--- config.mk ---
export PLATFORM = sky130hd
export DESIGN_NAME = rab_cfg_programmer_flat
export DESIGN_NICKNAME = d
export VERILOG_FILES = /design/src/rtl/rab_cfg_pkg.sv /design/src/rtl/rab_cfg_programmer_if.sv /design/src/rtl/rab_cfg_programmer.sv /design/src/flat_wrapper.sv
export SDC_FILE = /design/constraint.sdc
export NUM_CORES = 1
export LEC_CHECK = 0
export CAP_MARGIN = 20
export CORE_UTILIZATION = 49
export CTS_CLUSTER_SIZE = 14
export DETAILED_ROUTE_END_ITERATION = 16
export HOLD_SLACK_MARGIN = 0.05
export PLACE_DENSITY = 0.92
export REMOVE_ABC_BUFFERS = 1
export SYNTH_ARGS = -nofsm -noshare
export SYNTH_HDL_FRONTEND = slang
export SYNTH_SLANG_ARGS = --single-unit
--- constraint.sdc ---
create_clock -name clk_i -period 2.5 [get_ports clk_i]
set_input_delay 0.25 -clock clk_i [delete_from_list [all_inputs] [get_ports clk_i]]
set_output_delay 0.25 -clock clk_i [all_outputs]
set_load 0.1 [all_outputs]
--- src/rtl/rab_cfg_pkg.sv ---
// Shared definitions for the RAB slice configuration programmer: slice register
// offsets, AXI write-response encodings, FSM states and the latched command type.
package rab_cfg_pkg;

   // Widest data word and slice index the latched command can hold
   localparam int unsigned CMD_DW_MAX      = 64;
   localparam int unsigned SLICE_IDX_MAX_W = 8;

   // Register offsets inside one slice block
   localparam logic [7:0] REG_START_OFFS  = 8'h00;
   localparam logic [7:0] REG_END_OFFS    = 8'h08;
   localparam logic [7:0] REG_OFFSET_OFFS = 8'h10;
   localparam logic [7:0] REG_FLAGS_OFFS  = 8'h18;

   // Bit position of the slice enable flag inside the FLAGS word
   localparam int unsigned FLAG_EN_BIT = 0;

   // AXI response encodings
   localparam logic [1:0] RESP_OKAY   = 2'b00;
   localparam logic [1:0] RESP_EXOKAY = 2'b01;
   localparam logic [1:0] RESP_SLVERR = 2'b10;
   localparam logic [1:0] RESP_DECERR = 2'b11;

   typedef enum logic [1:0] {
      ST_IDLE   = 2'd0,
      ST_ISSUE  = 2'd1,
      ST_WAIT_B = 2'd2,
      ST_DONE   = 2'd3
   } state_e;

   // Ordered write steps of a full program sequence; invalidate stops after step 0
   typedef enum logic [2:0] {
      WR_FLAGS_CLR = 3'd0,
      WR_START     = 3'd1,
      WR_END       = 3'd2,
      WR_OFFSET    = 3'd3,
      WR_FLAGS_SET = 3'd4
   } wr_step_e;

   typedef struct packed {
      logic                       inval;
      logic [SLICE_IDX_MAX_W-1:0] slice;
      logic [CMD_DW_MAX-1:0]      addr_start;
      logic [CMD_DW_MAX-1:0]      addr_end;
      logic [CMD_DW_MAX-1:0]      addr_offset;
      logic [CMD_DW_MAX-1:0]      flags;
   } slice_cmd_t;

   // Register offset targeted by a given write step
   function automatic logic [7:0] reg_offs(input wr_step_e step);
      logic [7:0] offs;
      case (step)
         WR_FLAGS_CLR: offs = REG_FLAGS_OFFS;
         WR_START:     offs = REG_START_OFFS;
         WR_END:       offs = REG_END_OFFS;
         WR_OFFSET:    offs = REG_OFFSET_OFFS;
         WR_FLAGS_SET: offs = REG_FLAGS_OFFS;
         default:      offs = REG_FLAGS_OFFS;
      endcase
      return offs;
   endfunction

   // Anything other than a plain OKAY aborts the remaining sequence
   function automatic logic resp_is_err(input logic [1:0] resp);
      logic err;
      case (resp)
         RESP_OKAY:   err = 1'b0;
         RESP_EXOKAY: err = 1'b1;
         RESP_SLVERR: err = 1'b1;
         RESP_DECERR: err = 1'b1;
         default:     err = 1'b1;
      endcase
      return err;
   endfunction

endpackage

--- src/rtl/rab_cfg_programmer_if.sv ---
// AXI-Lite write channels (AW, W, B) between the slice programmer and the RAB
// configuration responder. Read channels are not part of this link.
interface rab_cfg_programmer_if #(
   parameter int unsigned AW = 32,
   parameter int unsigned DW = 64
);
   logic [AW-1:0]   aw_addr;
   logic            aw_valid;
   logic            aw_ready;
   logic [DW-1:0]   w_data;
   logic [DW/8-1:0] w_strb;
   logic            w_valid;
   logic            w_ready;
   logic [1:0]      b_resp;
   logic            b_valid;
   logic            b_ready;

   modport master (
      output aw_addr, aw_valid, w_data, w_strb, w_valid, b_ready,
      input  aw_ready, w_ready, b_resp, b_valid
   );

   modport slave (
      input  aw_addr, aw_valid, w_data, w_strb, w_valid, b_ready,
      output aw_ready, w_ready, b_resp, b_valid
   );
endinterface

--- src/rtl/rab_cfg_programmer.sv ---
// AXI-Lite initiator that programs or invalidates one RAB L1 slice per command.
// A program command writes FLAGS<=0, START, END, OFFSET, FLAGS<=flags; an
// invalidate writes FLAGS<=0 only. One write is outstanding at a time.
module rab_cfg_programmer
   import rab_cfg_pkg::*;
#(
   parameter int unsigned    AW         = 32,
   parameter int unsigned    DW         = 64,
   parameter int unsigned    N_SLICES   = 16,
   parameter logic [AW-1:0]  CFG_BASE   = '0,
   parameter logic [AW-1:0]  SLICE_OFFS = AW'('h20),
   parameter logic [AW-1:0]  SLICE_STR  = AW'('h20),
   localparam int unsigned   SW         = (N_SLICES > 1) ? $clog2(N_SLICES) : 1
) (
   input  logic          clk_i,
   input  logic          rst_ni,
   input  logic          cmd_valid_i,
   output logic          cmd_ready_o,
   input  logic          cmd_inval_i,
   input  logic [SW-1:0] cmd_slice_i,
   input  logic [DW-1:0] cmd_start_i,
   input  logic [DW-1:0] cmd_end_i,
   input  logic [DW-1:0] cmd_offset_i,
   input  logic [DW-1:0] cmd_flags_i,
   output logic          rsp_valid_o,
   output logic          rsp_err_o,
   rab_cfg_programmer_if.master axi
);

   state_e     state_q, state_d;
   slice_cmd_t cmd_q, cmd_d;
   logic [2:0] idx_q, idx_d;
   logic       aw_pend_q, aw_pend_d;
   logic       w_pend_q, w_pend_d;
   logic       err_q, err_d;
   logic       alive_q;

   wr_step_e      step;
   wr_step_e      last_step;
   logic          cmd_bad;
   logic [AW-1:0] slice_base;
   logic [AW-1:0] wr_addr;
   logic [DW-1:0] wr_data;

   // Ready only once the first clock after reset release has been seen
   assign cmd_ready_o = alive_q && (state_q == ST_IDLE);

   assign step      = wr_step_e'(idx_q);
   assign last_step = cmd_q.inval ? WR_FLAGS_CLR : WR_FLAGS_SET;

   // Commands are rejected without bus traffic when the slice is out of range
   // or a program range is inverted; invalidates ignore the range words.
   assign cmd_bad = ({1'b0, cmd_slice_i} >= (SW+1)'(N_SLICES)) ||
                    (!cmd_inval_i && (cmd_start_i > cmd_end_i));

   assign slice_base = CFG_BASE + SLICE_OFFS + AW'(cmd_q.slice) * SLICE_STR;
   assign wr_addr    = slice_base + AW'(reg_offs(step));

   // Select the data word for the current write step from the latched command
   always_comb begin
      wr_data = '0;
      case (step)
         WR_FLAGS_CLR: wr_data = '0;
         WR_START:     wr_data = cmd_q.addr_start[DW-1:0];
         WR_END:       wr_data = cmd_q.addr_end[DW-1:0];
         WR_OFFSET:    wr_data = cmd_q.addr_offset[DW-1:0];
         WR_FLAGS_SET: wr_data = cmd_q.flags[DW-1:0];
         default:      wr_data = '0;
      endcase
   end

   // Address and data depend only on registered state, so they hold steady
   // for the whole time a handshake is pending.
   assign axi.aw_addr  = wr_addr;
   assign axi.aw_valid = aw_pend_q;
   assign axi.w_data   = wr_data;
   assign axi.w_strb   = '1;
   assign axi.w_valid  = w_pend_q;
   assign axi.b_ready  = (state_q == ST_WAIT_B);

   assign rsp_valid_o = (state_q == ST_DONE);
   assign rsp_err_o   = rsp_valid_o && err_q;

   // Next-state logic: command latch, write sequencing and channel handshakes
   always_comb begin
      state_d   = state_q;
      cmd_d     = cmd_q;
      idx_d     = idx_q;
      aw_pend_d = aw_pend_q;
      w_pend_d  = w_pend_q;
      err_d     = err_q;

      case (state_q)
         ST_IDLE: begin
            if (cmd_valid_i && cmd_ready_o) begin
               cmd_d = '{inval:       cmd_inval_i,
                         slice:       SLICE_IDX_MAX_W'(cmd_slice_i),
                         addr_start:  CMD_DW_MAX'(cmd_start_i),
                         addr_end:    CMD_DW_MAX'(cmd_end_i),
                         addr_offset: CMD_DW_MAX'(cmd_offset_i),
                         flags:       CMD_DW_MAX'(cmd_flags_i)};
               idx_d = 3'd0;
               if (cmd_bad) begin
                  err_d   = 1'b1;
                  state_d = ST_DONE;
               end else begin
                  err_d     = 1'b0;
                  aw_pend_d = 1'b1;
                  w_pend_d  = 1'b1;
                  state_d   = ST_ISSUE;
               end
            end
         end

         ST_ISSUE: begin
            // AW and W complete independently, in either order or together
            if (aw_pend_q && axi.aw_ready) aw_pend_d = 1'b0;
            if (w_pend_q && axi.w_ready)   w_pend_d  = 1'b0;
            if (!aw_pend_d && !w_pend_d)   state_d   = ST_WAIT_B;
         end

         ST_WAIT_B: begin
            if (axi.b_valid) begin
               if (resp_is_err(axi.b_resp)) begin
                  err_d   = 1'b1;
                  state_d = ST_DONE;
               end else if (step == last_step) begin
                  err_d   = 1'b0;
                  state_d = ST_DONE;
               end else begin
                  idx_d     = idx_q + 3'd1;
                  aw_pend_d = 1'b1;
                  w_pend_d  = 1'b1;
                  state_d   = ST_ISSUE;
               end
            end
         end

         ST_DONE: begin
            state_d = ST_IDLE;
         end

         default: begin
            state_d = ST_IDLE;
         end
      endcase
   end

   // State and command registers; reset abandons any sequence in flight
   always_ff @(posedge clk_i) begin
      if (!rst_ni) begin
         state_q   <= ST_IDLE;
         cmd_q     <= '0;
         idx_q     <= 3'd0;
         aw_pend_q <= 1'b0;
         w_pend_q  <= 1'b0;
         err_q     <= 1'b0;
         alive_q   <= 1'b0;
      end else begin
         state_q   <= state_d;
         cmd_q     <= cmd_d;
         idx_q     <= idx_d;
         aw_pend_q <= aw_pend_d;
         w_pend_q  <= w_pend_d;
         err_q     <= err_d;
         alive_q   <= 1'b1;
      end
   end

endmodule

--- src/flat_wrapper.sv ---
// flat-port wrapper written by rule: the top's interface ports become plain ports
module rab_cfg_programmer_flat import rab_cfg_pkg::*;
#(
   parameter int unsigned    AW         = 32,
   parameter int unsigned    DW         = 64,
   parameter int unsigned    N_SLICES   = 16,
   parameter logic [AW-1:0]  CFG_BASE   = '0,
   parameter logic [AW-1:0]  SLICE_OFFS = AW'('h20),
   parameter logic [AW-1:0]  SLICE_STR  = AW'('h20),
   localparam int unsigned   SW         = (N_SLICES > 1) ? $clog2(N_SLICES) : 1
)
  (clk_i, rst_ni, cmd_valid_i, cmd_ready_o, cmd_inval_i, cmd_slice_i, cmd_start_i, cmd_end_i, cmd_offset_i, cmd_flags_i, rsp_valid_o, rsp_err_o, axi_aw_addr, axi_aw_valid, axi_w_data, axi_w_strb, axi_w_valid, axi_b_ready, axi_aw_ready, axi_w_ready, axi_b_resp, axi_b_valid);
  rab_cfg_programmer_if #(.AW(AW), .DW(DW)) axi_i ();
  input  logic clk_i;
  input  logic rst_ni;
  input  logic cmd_valid_i;
  output logic cmd_ready_o;
  input  logic cmd_inval_i;
  input  logic [SW-1:0] cmd_slice_i;
  input  logic [DW-1:0] cmd_start_i;
  input  logic [DW-1:0] cmd_end_i;
  input  logic [DW-1:0] cmd_offset_i;
  input  logic [DW-1:0] cmd_flags_i;
  output logic rsp_valid_o;
  output logic rsp_err_o;
  output wire logic [$bits(axi_i.aw_addr)-1:0] axi_aw_addr;
  output wire logic [$bits(axi_i.aw_valid)-1:0] axi_aw_valid;
  output wire logic [$bits(axi_i.w_data)-1:0] axi_w_data;
  output wire logic [$bits(axi_i.w_strb)-1:0] axi_w_strb;
  output wire logic [$bits(axi_i.w_valid)-1:0] axi_w_valid;
  output wire logic [$bits(axi_i.b_ready)-1:0] axi_b_ready;
  input wire logic [$bits(axi_i.aw_ready)-1:0] axi_aw_ready;
  input wire logic [$bits(axi_i.w_ready)-1:0] axi_w_ready;
  input wire logic [$bits(axi_i.b_resp)-1:0] axi_b_resp;
  input wire logic [$bits(axi_i.b_valid)-1:0] axi_b_valid;
  assign axi_aw_addr = axi_i.aw_addr;
  assign axi_aw_valid = axi_i.aw_valid;
  assign axi_w_data = axi_i.w_data;
  assign axi_w_strb = axi_i.w_strb;
  assign axi_w_valid = axi_i.w_valid;
  assign axi_b_ready = axi_i.b_ready;
  assign axi_i.aw_ready = axi_aw_ready;
  assign axi_i.w_ready = axi_w_ready;
  assign axi_i.b_resp = axi_b_resp;
  assign axi_i.b_valid = axi_b_valid;
  rab_cfg_programmer #(.AW(AW), .DW(DW), .N_SLICES(N_SLICES), .CFG_BASE(CFG_BASE), .SLICE_OFFS(SLICE_OFFS), .SLICE_STR(SLICE_STR)) u_core (.clk_i(clk_i), .rst_ni(rst_ni), .cmd_valid_i(cmd_valid_i), .cmd_ready_o(cmd_ready_o), .cmd_inval_i(cmd_inval_i), .cmd_slice_i(cmd_slice_i), .cmd_start_i(cmd_start_i), .cmd_end_i(cmd_end_i), .cmd_offset_i(cmd_offset_i), .cmd_flags_i(cmd_flags_i), .rsp_valid_o(rsp_valid_o), .rsp_err_o(rsp_err_o), .axi(axi_i));
endmodule
# Word-level counts from Yosys, hierarchy flattened
# Cells that the tools add are included.
# classes
bitwise_logic	0
eq_ne	18
addsub	3
multipliers	0
n_reduce_logical	20
div	0
n_shift	0
n_lt_le_gt_ge	1
mux	36
# op_table
cell	count
64-bit case mux with 4 select lines	1
64-bit > comparator	1
32-bit by 5-bit adder with 32-bit output	1
1-bit two-way mux	17
3-bit two-way mux	5
5-bit case mux with 3 select lines	1
2-bit two-way mux	6
6-bit by 9-bit adder with 10-bit output, first input constant	1
2-bit == test, second input constant	4
2-bit != test, second input constant	4
2-bit case mux with 4 select lines	1
1-bit logical AND	7
3-bit by 2-bit == test with 1-bit output, second input constant	2
1-bit case mux with 3 select lines	2
3-bit case mux with 2 select lines	1
6-bit AND reduction	1
5-bit AND reduction	1
2-bit by 1-bit == test with 1-bit output, second input constant	2
2-bit zero test	2
2-bit by 1-bit != test with 1-bit output, second input constant	2
1-bit case mux with 2 select lines	2
4-bit AND reduction	1
3-bit by 1-bit adder with 3-bit output, second input constant	1
3-bit by 1-bit == test with 1-bit output, second input constant	1
other kinds (9)	11
# totals
elab_cells	90
rom_bits	0
output_inout_bits	110
n_memories	0
mem_bits_rw	0
input_bits	269
latchBits	0
regBits	270

# Logic depth before layout (Yosys ltp)
# Gate-level depths: netlist (run 1).
# depth
word_depth	8
depth_mapped	9
mapped_depth_nobuf	9

# Least setup slack after synthesis (run 1)
# OpenSTA, ideal clock, no wires.
# synth_timing
path_kind	reg2reg
startpoint	register u_core.state_q[0]
endpoint	register u_core.err_q
required_ps	2441
n_path_buf	2
period_less_slack_ps	2794
path_stages_with_launch	9
path_slack_ps	-294
arrival_time_ps	2736
setup_time_ps	59
cell_sequence	dfxtp_1 > buf_2 > nor3b_2 > nand2_1 > clkbuf_1 > o21ai_0 > a21oi_1 > a41oi_1 > o211a_1
# synth_via
elab_chain_cells	5
elab_cells_between_ends	10
classes_between	4 x eq/ne; 1 x mux; 5 x reduce/logical
# synth_rtl
item	line	source
start, declared	rab_cfg_programmer.sv:30	state_e state_q, state_d;
start signal, assigned	rab_cfg_programmer.sv:160	state_q <= state_d;
2-bit zero test	rab_cfg_programmer.sv:46	assign cmd_ready_o = alive_q && (state_q == ST_IDLE);
1-bit logical AND	rab_cfg_programmer.sv:46	
via cmd_ready_o	flat_wrapper.sv:17	output logic cmd_ready_o;
1-bit logical AND	rab_cfg_programmer.sv:95	if (cmd_valid_i && cmd_ready_o) begin
2-bit != test (no source line)	-	
4-bit AND reduction (no source line)	-	
end signal, assigned	rab_cfg_programmer.sv:165	err_q <= err_d;
end, declared	rab_cfg_programmer.sv:35	logic err_q, err_d;
# The timed path passes the listed nets, and every way through them passes these cells.
# A chain may end at the register's enable or synchronous reset.

# Final worst setup path (run 1)
# layout_timing
startpoint	register u_core.idx_q[1]
endpoint	output axi_w_data[61]
# layout_via
elab_chain_cells	2
elab_cells_between_ends	5
classes_between	4 x eq/ne; 1 x mux
# layout_rtl
item	line	source
start, declared	rab_cfg_programmer.sv:32	logic [2:0] idx_q, idx_d;
start signal, assigned	rab_cfg_programmer.sv:162	idx_q <= idx_d;
3-bit == test (tied with other cells)	rab_cfg_programmer.sv:62	case (step)
64-bit case mux with 4 select lines *	rab_cfg_programmer.sv:62	
end, declared	flat_wrapper.sv:28	output wire logic [$bits(axi_i.w_data)-1:0] axi_w_data;
# Every way passes the cells marked *; elsewhere a longest branch is shown, timed or not.

==> metrics.md, run 1 <==
| Metric | Value |
|---|---|
| Portion of the post-synthesis area used by sequential elements | `40.4%` |
| Aggregate global routing overflow | `0` |
| Number of vias after detailed routing | `13400` |
| Violation count after the first detailed-routing iteration | `1225` |
| Number of hold buffers added after CTS | `0` |
| Final Max Slew Viols | `0` |
| Standard-cell rows | `60` |
| Static leakage | `7.62 nW` |
| Antenna violations before repair | `3` |
| Top area cells in the synthesized netlist | `dfxtp_1 40%, nand2_1 17%, a21boi_0 14%, a22oi_1 7.2%, ha_1 6.5%` |
| Root buffer cell | `clkbuf_16` |
| Most used cell, CP | `buf_12` |
| Cell with the biggest individual delay on the critical path | `dfxtp_2` |
| Layout cells sized above 1 | `10.3%` |
| Top-count cell post-synth | `nand2_1` |
| Post-Layout Cell Count | `2371` |
| I/O pins | `379` |
| Peak Freq | `407 MHz` |
| Vias in the first global route | `13200` |
| Average wire per standard cell | `17.8 µm` |
| Critical Path End Type | `primary output` |
| Cell area after synthesis | `13400 µm²` |
| Starting density of the core | `49.8%` |
| Dpl ws | `-0.419 ns` |
| Seq cells post-synth | `270` |
| Worst hold slack across all endpoints | `0.117 ns` |
| Floorplan die area | `28000 µm²` |
| Max Fanout on Critical Path | `32` |
| First-pass iteration count of the detailed router | `5` |
| Arrival time at the worst endpoint | `2.21 ns` |
| Kind of critical path | `register to primary output` |
| Area growth syn-to-layout | `42.0%` |
| Final hold violations | `0` |
| Async S/R FF share, synth | `0%` |
| Gate count after technology mapping | `1699` |
| Overall routing resource usage | `29.2%` |
| # setup viols final | `0` |
| Post-synth cell types | `49` |
| Most instantiated flip-flop cell in the synthesis netlist | `dfxtp_1` |
| Commonest cells in the synthesized netlist | `602 x nand2_1, 270 x dfxtp_1, 244 x a21boi_0` |
| Setup Skew | `0.0312 ns` |
| Average cell area after synthesis | `7.87 µm²` |
| Required time worst endpoint | `2.25 ns` |
| Vertical die dimension | `167 µm` |
| Number of nets still failing antenna checks after routing | `0` |
| Half-perimeter wire length of the detailed placement result | `28900 µm` |
| Clock slew at the register clock pins of the worst setup and hold paths | `0.06 ns` |
| Clock insertion delay at the later pin of the skew report | `0.56 ns` |
| Startpoint Class | `register` |
| Clock buffers created by TritonCTS | `29` |
| CTS tree | `done` |
| Power per standard cell area | `598 nW/µm²` |
| Post-synth EDFFs | `0` |
| Headroom to the max-slew limit | `57.9%` |
| Max-cap check violation count | `0` |
| TritonCTS Sinks | `270` |
| X dimension of the die | `167 µm` |
| Detailed Route WL | `42200 µm` |
| Net total in the final layout | `2344` |
| Minimum clock period | `2.46 ns` |
| Buffer levels on the longest clock path | `3` |
| Actual transition at the worst max-transition pin | `0.632 ns` |
| Post-route worst setup slack | `0.0435 ns` |
| H-Tree Depth | `1` |
| Number of design rule violations left after detail routing | `0` |
| Post-DR vias/cell | `5.65` |
| Crit path largest cell delay | `0.35 ns` |
| Status | `finished, final reports clean` |
| Worst supply voltage drop on vdd | `427 µV` |
| Type of the most critical hold path | `input pin to register` |
| Crit path cell chain | `inv_1 > ha_1 > nor2b_4 > buf_12 > buf_12 > a22oi_1 > nand2_1 > buf_12` |
| Final weighted congestion in routability-driven placement | `0.883` |
| Maximum number of pins on one net before global-route repair | `138` |
| Share of the clock period used by the worst path | `98.3%` |
| Biggest area consumer among synthesized cells | `dfxtp_1` |
| Yosys synthesis warning count | `0` |
| Top-area cell type share of the netlist area | `40.4%` |
| DP Cell Count | `2313` |
| Unrepaired setup endpoints after global routing | `true` |
| Port bufs | `345` |
| Area of the core region | `26900 µm²` |
| Global-route wire length before repair | `66000 µm` |
where the power goes:
part | total (mW) | internal (mW) | switching (mW)
logic | 1.78 | 0.760 | 1.02
clock network | 4.90 | 3.15 | 1.75
registers | 4.68 | 4.54 | 0.140
total | 11.4 | 8.45 | 2.91
cells by family after synthesis:
kind of cell    share of synthesized area, %
xor+xnor                               0.196
fa+ha+maj                               6.55
simple gates                            20.0
compound gates                          25.3
other cells                           0.0561
buf+inv                                 7.55
flops                                   40.4
worst paths after layout:
path	startpoint	end	slack (ns)	depth (start not counted)
worst max register to register	u_core.state_q[0]	u_core.cmd_q[145]	0.42	5
worst min register to register	u_core.cmd_q[16]	u_core.cmd_q[16]	0.46	2
worst min-delay path	rst_ni	u_core.cmd_q[86]	0.12	2
worst max-delay path	u_core.idx_q[1]	axi_w_data[61]	0.04	8
critical path: cells and delay by family, from the launching register on:
kind	cells	cell delay, ns
AOI/OAI and AO/OA	1	0.22
and+or+nand+nor	2	0.27
DFF	1	0.35
adders and majority gates	1	0.19
buffers and inverters	4	0.56
what timing repair did:
item,in CTS,in global routing
setup buffers,2,0
endpoints found under the setup margin,61,54
gates cloned,0,0
pin swaps,1,9
endpoints found under the hold margin,0,0
resized for setup,5,15
state kept, by name (all words and copies together), names as in the netlist:
name,count
u_core.idx_q,3
u_core.err_q,1
u_core.axi.aw_valid,1
u_core.state_q,2
u_core.axi.w_valid,1
u_core.cmd_q,261
u_core.alive_q,1
through the flow:
step                total power, mW  setup TNS [ns]  util, %  cell area [µm²]
floorplan                      5.71        -1188.18        -            12800
global placement               6.43           -1.19     66.2            17800
detailed placement             6.51           -1.58     66.2            17800
CTS                            11.4               0     70.4            18900
global route                   11.7         -0.0417     70.7            19000
finish                         11.4               0     70.7            19000
routing by layer:
| metal | vias up | wire, µm | track usage [%] |
|---|---|---|---|
| li1 | 6280 | - | - |
| met1 | 6294 | 16000 | 33.4 |
| met2 | 677 | 21000 | 52.2 |
| met3 | 136 | 3450 | 5.34 |
| met4 | 0 | 1780 | 14.2 |
| met5 | - | 0 | 0 |
layout by cell type, fill, tap and decap left out, types with 4 or more instances in the layout:
| master | Yosys | layout |
|---|---|---|
| nand2_1 | 602 | 597 |
| clkdlybuf4s50_1 | 0 | 267 |
| dfxtp_1 | 270 | 267 |
| a21boi_0 | 244 | 244 |
| a22oi_1 | 129 | 120 |
| buf_12 | 0 | 77 |
| inv_1 | 71 | 71 |
| ha_1 | 70 | 69 |
| buf_4 | 43 | 48 |
| conb_1 | 2 | 33 |
| a21oi_1 | 30 | 30 |
| clkbuf_16 | 0 | 29 |
| a21boi_1 | 21 | 21 |
| nand4_1 | 17 | 17 |
| nand3_1 | 13 | 13 |
| o21ai_0 | 12 | 12 |
| a22oi_2 | 1 | 10 |
| nor2_1 | 8 | 8 |
| bufinv_16 | 0 | 8 |
| a21o_1 | 7 | 7 |
| clkbuf_8 | 1 | 7 |
| nand2_2 | 0 | 4 |
| nand2b_1 | 4 | 4 |
| nor3_1 | 4 | 4 |
| clkinv_2 | 0 | 4 |
| clkbuf_1 | 94 | 4 |
cell type report:
type,count,area [µm²]
Fill cell,1885,7880
Clock buffer,40,837
Antenna cell,3,7.51
Timing Repair Buffer,395,4620
Inverter,71,267
Clock inverter,13,269
Multi-Input combinational cell,1238,7160
Tap cell,341,427
Sequential cell,270,5410
No activity file was read; power rests on OpenSTA's default activity.
==> run 2, diff against run 1 <==
==> constraint.sdc (replaced) <==
create_clock -name clk_i -period 2.56 [get_ports clk_i]
set_input_delay 0.256 -clock clk_i [delete_from_list [all_inputs] [get_ports clk_i]]
set_output_delay 0.256 -clock clk_i [all_outputs]
set_load 0.1 [all_outputs]
==> run 2 against run 1 <==
Die area stayed put. Register-to-register slack gained 0.05 ns. Critical path depth is 1 lower. Core utilization fell by 0.62 points. Critical path type unchanged. Largest power group is now sequential cells.
==> metrics.md, run 2 (same netlist as run 1, synthesis figures left out) <==
| Metric | Value |
|---|---|
| Status | `finished, final reports clean` |
| Net total in the final layout | `2334 (-0.43%)` |
| Most common cell after layout, fill and taps aside | `nand2_1` |
| Cell depth of the worst hold path | `3 (+1)` |
| Setup Skew | `0.00828 ns (-0.0229 ns)` |
| I/O pins | `379 (unchanged)` |
| Clock buffers created by TritonCTS | `28 (-3.4%)` |
| Total power of the final layout | `10.8 mW (-5.2%)` |
| Clock insertion delay at the later pin of the skew report | `0.55 ns (about the same)` |
| Reg-to-Reg Start | `u_core.state_q[1]` |
| Biggest regs | `u_core.cmd_q: 261 flops, u_core.idx_q: 3 flops, u_core.state_q: 2 flops` |
| Area of the core region | `26900 µm² (unchanged)` |
| Post-DR vias/cell | `5.63 (-0.28%)` |
| Global-route wire length before repair | `66000 µm (-0.10%)` |
| Floorplan die area | `28000 µm² (unchanged)` |
| Final weighted congestion in routability-driven placement | `0.884 (about the same)` |
| Root buffer cell | `clkbuf_16` |
| # setup viols final | `0 (unchanged)` |
| Vertical die dimension | `167 µm (unchanged)` |
| Arrival time at the worst endpoint | `2.26 ns (+0.05 ns)` |
| Overall routing resource usage | `28.9% (-0.23 points)` |
| Maximum number of pins on one net before global-route repair | `139 (+0.72%)` |
| Static leakage | `7.53 nW (-1.2%)` |
| Worst setup path endpoint | `axi_w_data[55]` |
| Final Max Slew Viols | `0 (unchanged)` |
| Worst supply voltage drop on vdd | `398 µV (-6.8%)` |
| Switching Share | `26.4% (+0.78 points)` |
| Minimum clock period | `2.52 ns` |
| Aggregate global routing overflow | `0 (unchanged)` |
| Starting density of the core | `49.8% (unchanged)` |
| CTS tree | `done` |
| Flop pwr share | `42.4% (+1.2 points)` |
| First-pass iteration count of the detailed router | `6 (+1)` |
| Reg2reg end | `u_core.state_q[1]` |
| Dpl ws | `-0.354 ns (+0.0648 ns)` |
| Number of vias after detailed routing | `13300 (-0.78%)` |
| Startpoint Class | `register` |
| Layout cells sized above 1 | `9.72% (-0.59 points)` |
| X dimension of the die | `167 µm (unchanged)` |
| Critical Path End Type | `primary output` |
| Required time worst endpoint | `2.30 ns (+0.05 ns)` |
| TritonCTS Sinks | `270 (unchanged)` |
| Detailed Route WL | `41800 µm (-1.1%)` |
| Post-layout util | `70.1% (-0.62 points)` |
| Actual transition at the worst max-transition pin | `0.619 ns (-0.0131 ns)` |
| Combinational share of power | `15.9% (+0.2 points)` |
| Internal cell power | `7.93 mW (-6.2%)` |
| Worst Setup SP | `u_core.idx_q[0]` |
| Most frequent cells in the layout | `599 x nand2_1, 268 x dfxtp_1, 267 x clkdlybuf4s50_1` |
| Port bufs | `345 (unchanged)` |
| Total net switching power | `2.84 mW (-2.3%)` |
| Clock slew at the register clock pins of the worst setup and hold paths | `0.06 ns (about the same)` |
| Violation count after the first detailed-routing iteration | `1180 (-3.7%)` |
| Headroom to the max-slew limit | `58.2% (+0.35 points)` |
| Post-route worst setup slack | `0.0407 ns (-0.00281 ns)` |
| H-Tree Depth | `1 (unchanged)` |
| Clk pwr share | `41.7% (-1.4 points)` |
| Count of cells along the worst register-to-register path | `6 (+1)` |
| Max Fanout on Critical Path | `38 (+19%)` |
| Flip-flop count of the largest register, all copies and words added | `261 (unchanged)` |
| Power per standard cell area | `572 nW/µm² (-4.3%)` |
| Kind of critical path | `register to primary output` |
| Register name with the most flops | `u_core.cmd_q` |
| Standard-cell rows | `60 (unchanged)` |
| Layout fillers | `1892 (+0.37%)` |
| Vias in the first global route | `13200 (-0.030%)` |
| Peak Freq | `397 MHz` |
| Area growth syn-to-layout | `40.7%` |
| Antenna violations before repair | `1 (-2)` |
| Average wire per standard cell | `17.7 µm (-0.63%)` |
| Number of design rule violations left after detail routing | `0 (unchanged)` |
| Number of nets still failing antenna checks after routing | `0 (unchanged)` |
| Buffer levels on the longest clock path | `3 (unchanged)` |
| Internal reg-to-reg setup slack | `0.47 ns (+0.05 ns)` |
| Final hold violations | `0 (unchanged)` |
| Unrepaired setup endpoints after global routing | `false` |
| Max-cap check violation count | `0 (unchanged)` |
| Type of the most critical hold path | `input pin to register` |
| Share of the clock period used by the worst path | `98.4%` |
| Half-perimeter wire length of the detailed placement result | `28900 µm (about the same)` |
## run 2: cell types whose count changed in the layout (fill, tap and decap cells not counted), moves of 2 or more
cell | previous run | this run
clkinvlp_4 | 0 | 3
buf_6 | 1 | 5
bufinv_16 | 8 | 5
nand2_1 | 597 | 599
diode_2 | 3 | 1
buf_4 | 48 | 38
buf_8 | 2 | 0
nand2_2 | 4 | 2
buf_12 | 77 | 75
## run 2: worst max-delay path, cell delays in order, from the launching register on
cell     delay, ns
dfxtp_1       0.38
inv_1         0.11
ha_1          0.22
and2_2        0.22
buf_12        0.18
a22oi_1       0.20
nand2_1       0.15
buf_12        0.20
## run 2: power groups by stage
stage | Combinational (mW) | Sequential, mW | Clock, mW
floorplan | 0.953 | 4.63 | 0
global placement | 1.63 | 4.63 | 0
detailed placement | 1.68 | 4.65 | 0
CTS | 1.70 | 4.56 | 4.54
global route | 1.85 | 4.59 | 4.71
finish | 1.71 | 4.57 | 4.49
## run 2: cell type report
cell class	count	area [µm²]	area share, %
Clock inverter	13	198	1.05
Clock buffer	39	833	4.43
Antenna cell	1	2.50	0.0133
Timing Repair Buffer	386	4530	24.0
Sequential cell	270	5410	28.7
Inverter	71	267	1.42
Tap cell	341	427	2.27
Multi-Input combinational cell	1238	7170	38.1
## run 2: metal layers
metal	part of all wire [%]	GRT usage, %
met1	38	33.5
met3	8.0	5.03
met4	4.7	13.8
met5	0	0
met2	49	51.7
## run 2: worst min path at each step
stage | from | endpoint | slack [ns]
2_1_floorplan | rst_ni | u_core.alive_q | 0.28
3_3_place_gp | u_core.cmd_q[30] | u_core.cmd_q[30] | 0.44
3_5_place_dp | u_core.cmd_q[58] | u_core.cmd_q[58] | 0.45
4_1_cts | cmd_flags_i[23] | u_core.cmd_q[23] | 0.24
5_1_grt | cmd_flags_i[59] | u_core.cmd_q[59] | 0.25
6_report | cmd_flags_i[22] | u_core.cmd_q[22] | 0.25
## run 2: what timing repair did
action / CTS / global route
setup buffers: 1 / 0
endpoints found under the hold margin: 1 / 0
setup endpoints to repair: 64 / 29
pin swaps: 0 / 2
gates resized for setup: 6 / 12
hold buffers: 1 / 0
## run 2: metrics by stage
step | instance area (µm²) | std cells | hold slack [ns] | TNS (ns)
after floorplan | 12800 | 1579 | 0.284 | -1168.53
after global placement | 17700 | 2304 | 0.440 | -0.942
after detailed placement | 17700 | 2304 | 0.445 | -1.33
after CTS | 18800 | 2358 | 0.237 | 0
after global routing | 18800 | 2359 | 0.254 | 0
final | 18800 | 2359 | 0.253 | 0
